`config.mk`:
```
export PLATFORM = sky130hd
export DESIGN_NAME = bounce_gen
export DESIGN_NICKNAME = d
export VERILOG_FILES = /design/src/rtl/bounce_gen_pkg.sv /design/src/rtl/bounce_gen_lfsr16.sv /design/src/rtl/bounce_gen.sv
export SDC_FILE = /design/constraint.sdc
export NUM_CORES = 1
export LEC_CHECK = 0
export BUFFER_PORTS_ARGS = -buffer_cell sky130_fd_sc_hd__buf_2
export CAP_MARGIN = 20
export CORE_MARGIN = 2
export CORE_UTILIZATION = 30
export CTS_CLUSTER_DIAMETER = 60
export DETAILED_ROUTE_END_ITERATION = 7
export PLACE_DENSITY = 0.5
export SKIP_CTS_REPAIR_TIMING = 1
export SLEW_MARGIN = 20
export SYNTH_ARGS = -nofsm -noshare
export SYNTH_HDL_FRONTEND = slang
export SYNTH_HIERARCHICAL = 1
export SYNTH_SLANG_ARGS = --single-unit
```
`constraint.sdc`:
```
create_clock -name clk -period 3.4 [get_ports clk]
set_clock_uncertainty 0.05 [all_clocks]
set_input_delay 0 -clock clk [delete_from_list [all_inputs] [get_ports clk]]
set_output_delay 0 -clock clk [all_outputs]
set_load 0.005 [all_outputs]
```
`src/rtl/bounce_gen_pkg.sv`:
```
// Shared types and constants for the contact-bounce emulator.
// Holds the FSM state encoding, LFSR geometry and counter sizing.
package bounce_gen_pkg;

  typedef enum logic {
    IDLE  = 1'b0,
    BURST = 1'b1
  } state_t;

  localparam int LFSR_W = 16;
  // x^16 + x^14 + x^13 + x^11 + 1 -> taps on bits 15, 13, 12, 10
  localparam logic [LFSR_W-1:0] LFSR_TAPS = 16'hB400;

  localparam int GAP_CNT_W = 9;

  // Wide enough to hold 2*bounces+1 remaining toggles.
  function automatic int toggle_cnt_width(input int bounces);
    return $clog2(2 * bounces + 2);
  endfunction

endpackage

```
`src/rtl/bounce_gen_lfsr16.sv`:
```
// 16-bit Fibonacci LFSR, shifts toward the MSB with feedback into bit 0.
// Free-running: advances on every clock once out of reset.
module lfsr16
  import bounce_gen_pkg::*;
#(
  parameter logic [LFSR_W-1:0] SEED = 16'hACE1
) (
  input  logic              clk,
  input  logic              rst,
  output logic [LFSR_W-1:0] state
);

  always_ff @(posedge clk or negedge rst) begin
    if (!rst) begin
      state <= SEED;
    end else begin
      state <= {state[LFSR_W-2:0], ^(state & LFSR_TAPS)};
    end
  end

endmodule

```
`src/rtl/bounce_gen.sv`:
```
// Emulates mechanical contact bounce: each clean level change becomes a burst of
// 2*BOUNCES+1 toggles on bouncy, spaced by MIN_GAP plus optional LFSR jitter.
module bounce_gen
  import bounce_gen_pkg::*;
#(
  parameter int                BOUNCES     = 3,
  parameter int                MIN_GAP     = 2,
  parameter int                GAP_WIDTH   = 4,
  parameter logic              JITTER_EN   = 1'b1,
  parameter logic [LFSR_W-1:0] LFSR_SEED   = 16'hACE1,
  parameter logic              RESET_VALUE = 1'b0
) (
  input  logic clk,
  input  logic rst,
  input  logic clean,
  input  logic bypass,
  output logic bouncy,
  output logic busy,
  output logic done
);

  localparam int            TW      = toggle_cnt_width(BOUNCES);
  localparam logic [TW-1:0] TOGGLES = TW'(2 * BOUNCES + 1);
  localparam logic [TW-1:0] ONE_T   = TW'(1);

  generate
    if (LFSR_SEED == '0) begin : g_bad_seed
      $error("bounce_gen: LFSR_SEED must be nonzero");
    end
    if (MIN_GAP < 1 || MIN_GAP > 255) begin : g_bad_gap
      $error("bounce_gen: MIN_GAP must be in 1..255");
    end
    if (GAP_WIDTH < 1 || GAP_WIDTH > 8) begin : g_bad_width
      $error("bounce_gen: GAP_WIDTH must be in 1..8");
    end
  endgenerate

  state_t                 state, state_nx;
  logic [GAP_CNT_W-1:0]   gap_cnt, gap_nx, gap_load;
  logic [TW-1:0]          tog_left, tog_nx;
  logic                   bouncy_nx, busy_nx, done_nx;
  logic [LFSR_W-1:0]      lfsr;
  logic                   unused_lfsr;

  lfsr16 #(.SEED(LFSR_SEED)) u_lfsr (
    .clk   (clk),
    .rst   (rst),
    .state (lfsr)
  );

  // Only the low GAP_WIDTH bits feed the jitter; the rest is reduced away.
  assign unused_lfsr = ^lfsr;
  assign gap_load    = GAP_CNT_W'(MIN_GAP)
                     + (JITTER_EN ? GAP_CNT_W'(lfsr[GAP_WIDTH-1:0]) : '0);

  always_ff @(posedge clk or negedge rst) begin
    if (!rst) begin
      state    <= IDLE;
      gap_cnt  <= '0;
      tog_left <= '0;
      bouncy   <= RESET_VALUE;
      busy     <= 1'b0;
      done     <= 1'b0;
    end else begin
      state    <= state_nx;
      gap_cnt  <= gap_nx;
      tog_left <= tog_nx;
      bouncy   <= bouncy_nx;
      busy     <= busy_nx;
      done     <= done_nx;
    end
  end

  always_comb begin
    state_nx = state;
    if (bypass) begin
      state_nx = IDLE;
    end else begin
      case (state)
        IDLE:    if (clean != bouncy) state_nx = BURST;
        BURST:   if (gap_cnt == '0 && tog_left == ONE_T) state_nx = IDLE;
        default: state_nx = IDLE;
      endcase
    end
  end

  // Datapath next values; done is a pulse so it defaults low every cycle.
  always_comb begin
    gap_nx    = gap_cnt;
    tog_nx    = tog_left;
    bouncy_nx = bouncy;
    busy_nx   = busy;
    done_nx   = 1'b0;
    if (bypass) begin
      gap_nx    = '0;
      tog_nx    = '0;
      busy_nx   = 1'b0;
      bouncy_nx = clean;
    end else begin
      case (state)
        IDLE: begin
          busy_nx = 1'b0;
          if (clean != bouncy) begin
            gap_nx  = gap_load;
            tog_nx  = TOGGLES;
            busy_nx = 1'b1;
          end
        end
        BURST: begin
          if (gap_cnt != '0) begin
            gap_nx = gap_cnt - GAP_CNT_W'(1);
          end else begin
            bouncy_nx = ~bouncy;
            tog_nx    = tog_left - ONE_T;
            if (tog_left == ONE_T) begin
              busy_nx = 1'b0;
              done_nx = 1'b1;
            end else begin
              gap_nx = gap_load;
            end
          end
        end
        default: ;
      endcase
    end
  end

endmodule
```
==> metrics.md <==
| Metric | Value |
|---|---|
| Non-filler cells in the finished layout | `198` |
| Worst vdd ir | `344 µV` |
| R2R cell count | `6` |
| Critical Path Slowest Stage Cell | `or4b_1` |
| Warnings, synthesis | `6` |
| Tmin final | `2.43 ns` |
| DRC errors left | `0` |
| Die X | `73.6 µm` |
| Number of inserted diodes | `0` |
| # nets final | `151` |
| Gr ovfl total | `0` |
| Synthesized area per cell | `11.0 µm²` |
| Reg2Reg Setup Slack | `0.97 ns` |
| Wirelength per Cell | `15.0 µm` |
| Filler Cell Count | `472` |
| Hold slack | `0.0172 ns` |
| Bufs on Longest Clock Path | `2` |
| Number of synthesized flops with an enable pin | `0` |
| Post-synthesis sequential area ratio | `55.8%` |
| Core Area | `4690 µm²` |
| Crit Path Max Fanout | `7` |
| Tcrit/Tclk final | `71.5%` |
| Top FF cell, synth | `dfrtp_1` |
| Layout cells sized above 1 | `20.1%` |
| P_leak | `0.728 nW` |
| Starting Density | `31.0%` |
| Synth cell types | `41` |
| Final WS setup | `0.969 ns` |
| Final Setup Violations | `0` |
| Vias in the first global route | `1028` |
| First-pass GRT wire length | `5.11 mm` |
| Post-DRT Antenna Nets | `0` |
| Status | `finished clean` |
| Cells after synthesis | `132` |
| Worst Path Required | `3.53 ns` |
| DRT iter0 DRCs | `46` |
| CP arrival | `2.56 ns` |
| Area growth, synth to finish | `13.5%` |
| Power per cell area | `850 nW/µm²` |
| Buf/Inv on CP | `1` |
| DIE AREA | `5410 µm²` |
| H-tree depth | `2` |
| Synth top area cells | `dfrtp_1, dfstp_2, a21oi_1` |
| CTS tree | `done` |
| Synthesis-stage register bit count | `32` |
| Asr flop ratio synth | `100%` |
| Die Y | `73.6 µm` |
| Root buffer cell | `clkbuf_8` |
| Cell depth of the worst setup path | `6` |
| Final hold violations | `0` |
| Share of Yosys cell area claimed by the top area cell type | `41.3%` |
| Top Ports | `7` |
| CTS Sinks | `32` |
| CTS clock-pin slew for the worst setup and hold paths | `0.07 ns` |
| HPWL after DPL | `2.05 mm` |
| GRT Util Overall | `12.9%` |
| Vias | `1041` |
| Worst-Margin Slew | `0.674 ns` |
| Port Buffers | `6` |
| Crit path launch type | `register` |
| Crit path kind | `register to register` |
| Hold Crit Class | `primary input to register` |
| Multi-input logic area | `586 µm²` |
| Insertion delay to the later sink of the worst-skew pair | `0.28 ns` |
| Largest net degree at the start of global routing | `33` |
| Slew margin rel. | `55.0%` |
| Mapped Area | `1450 µm²` |
| Num CTS Buffers | `5` |
| Final TNS setup | `0 ns` |
| Unrepaired setup endpoints after global routing | `no` |
| Cell taking the most area after synthesis | `dfrtp_1` |
| Vias/cell | `5.26` |
| CP Capture Point | `gap_cnt[0]` |
| Total Wirelength | `2.97 mm` |
| Most common cell after layout, fill and taps aside | `dfrtp_1` |
| Final Max Slew Viols | `0` |
| GPL Wtd Cong | `0.798` |
| Crit Reg-Reg Startpoint | `gap_cnt[0]` |
| Critical-path cell list | `inv_1, ha_1, or4b_1, o21ai_0, mux2_2, a221oi_1` |
| Num rows | `25` |
| Synthesized Nets | `140` |
| Storage cell area | `811 µm²` |
| Commonest non-fill, non-tap cells in the layout | `dfrtp_1, a21oi_1, nor2_1` |
| Initial DRT Pass Iterations | `4` |
| Placed insts | `188` |
| Setup WS pre-CTS | `1.01 ns` |
| Cell family with most CP delay | `compound AO/OA/AOI/OAI gates` |
| Worst flop-to-flop path endpoint | `gap_cnt[0]` |
| Initial antenna violation count | `0` |
| Max Clock Freq | `411 MHz` |
| Max-cap violations | `0` |
| CP Launch Point | `gap_cnt[0]` |
| Max incr delay on CP | `0.59 ns` |
| Crit path capture type | `register` |
==> registers in the layout (all words and copies together) (netlist names) <==
signal        flops
u_lfsr/state     16
gap_cnt           9
tog_left          3
bouncy            1
busy              1
done              1
state             1
==> report_power, final <==
part	internal, mW	switching [mW]
clock	0.164	0.134
combinational	0.257	0.323
sequential	0.440	0.0831
==> synth_stat cells, types with 2 or more instances <==
cell type  number
dfrtp_1        24
a21oi_1        10
nor2_1          9
dfstp_2         8
nand2_1         8
inv_1           7
o21ai_0         6
nand3_1         5
xnor2_1         5
ha_1            4
o31ai_1         4
a211oi_1        3
clkbuf_1        3
nor3_1          3
or4_1           3
buf_4           2
o22ai_1         2
o311ai_0        2
xor2_1          2
==> routing by layer <==
metal  wire length, µm  GRT usage (%)
met5                 0              0
met4                77           7.27
met3                76           2.74
met2              1340           18.4
met1              1480           18.0
==> kinds of logic after synthesis <==
family	count (synthesis)	synth area share [%]
and+or+nand+nor	39	15.2
muxes	1	0.775
AOI/OAI and AO/OA	36	16.6
DFF	32	55.8
adders and majority gates	4	3.45
xor gates and xnor gates	7	4.22
buffers and inverters	13	3.88
==> layout make-up <==
class	instances	area share [%]
clock buffer	7	5.24
sequential	32	49.2
multi-input combinational	87	35.5
timing repair buffer	10	3.95
clock inverter	1	0.455
inverter	7	1.59
tap	54	4.10
==> worst min-delay path by stage <==
| stage | cells after the start | to | slack, ns | startpoint |
|---|---|---|---|---|
| final | 2 | tog_left[2] | 0.02 | bypass |
| after floorplan | 0 | bouncy | -0.35 | rst |
| after global routing | 2 | tog_left[2] | 0.04 | bypass |
| after detailed placement | 1 | u_lfsr/state[12] | 0.03 | rst |
| after CTS | 1 | gap_cnt[0] | -0.28 | rst |
| after global placement | 1 | u_lfsr/state[12] | 0.03 | rst |
==> per-stage QoR <==
stage / utilization, % / instance area, µm² / power [mW]
after floorplan: - / 1450 / 0.946
after global placement: 32.7 / 1540 / 1.10
after detailed placement: 32.7 / 1540 / 1.10
after CTS: 34.7 / 1630 / 1.41
after global routing: 35.1 / 1650 / 1.52
final: 35.1 / 1650 / 1.40
(Power assumes the default switching activity.)
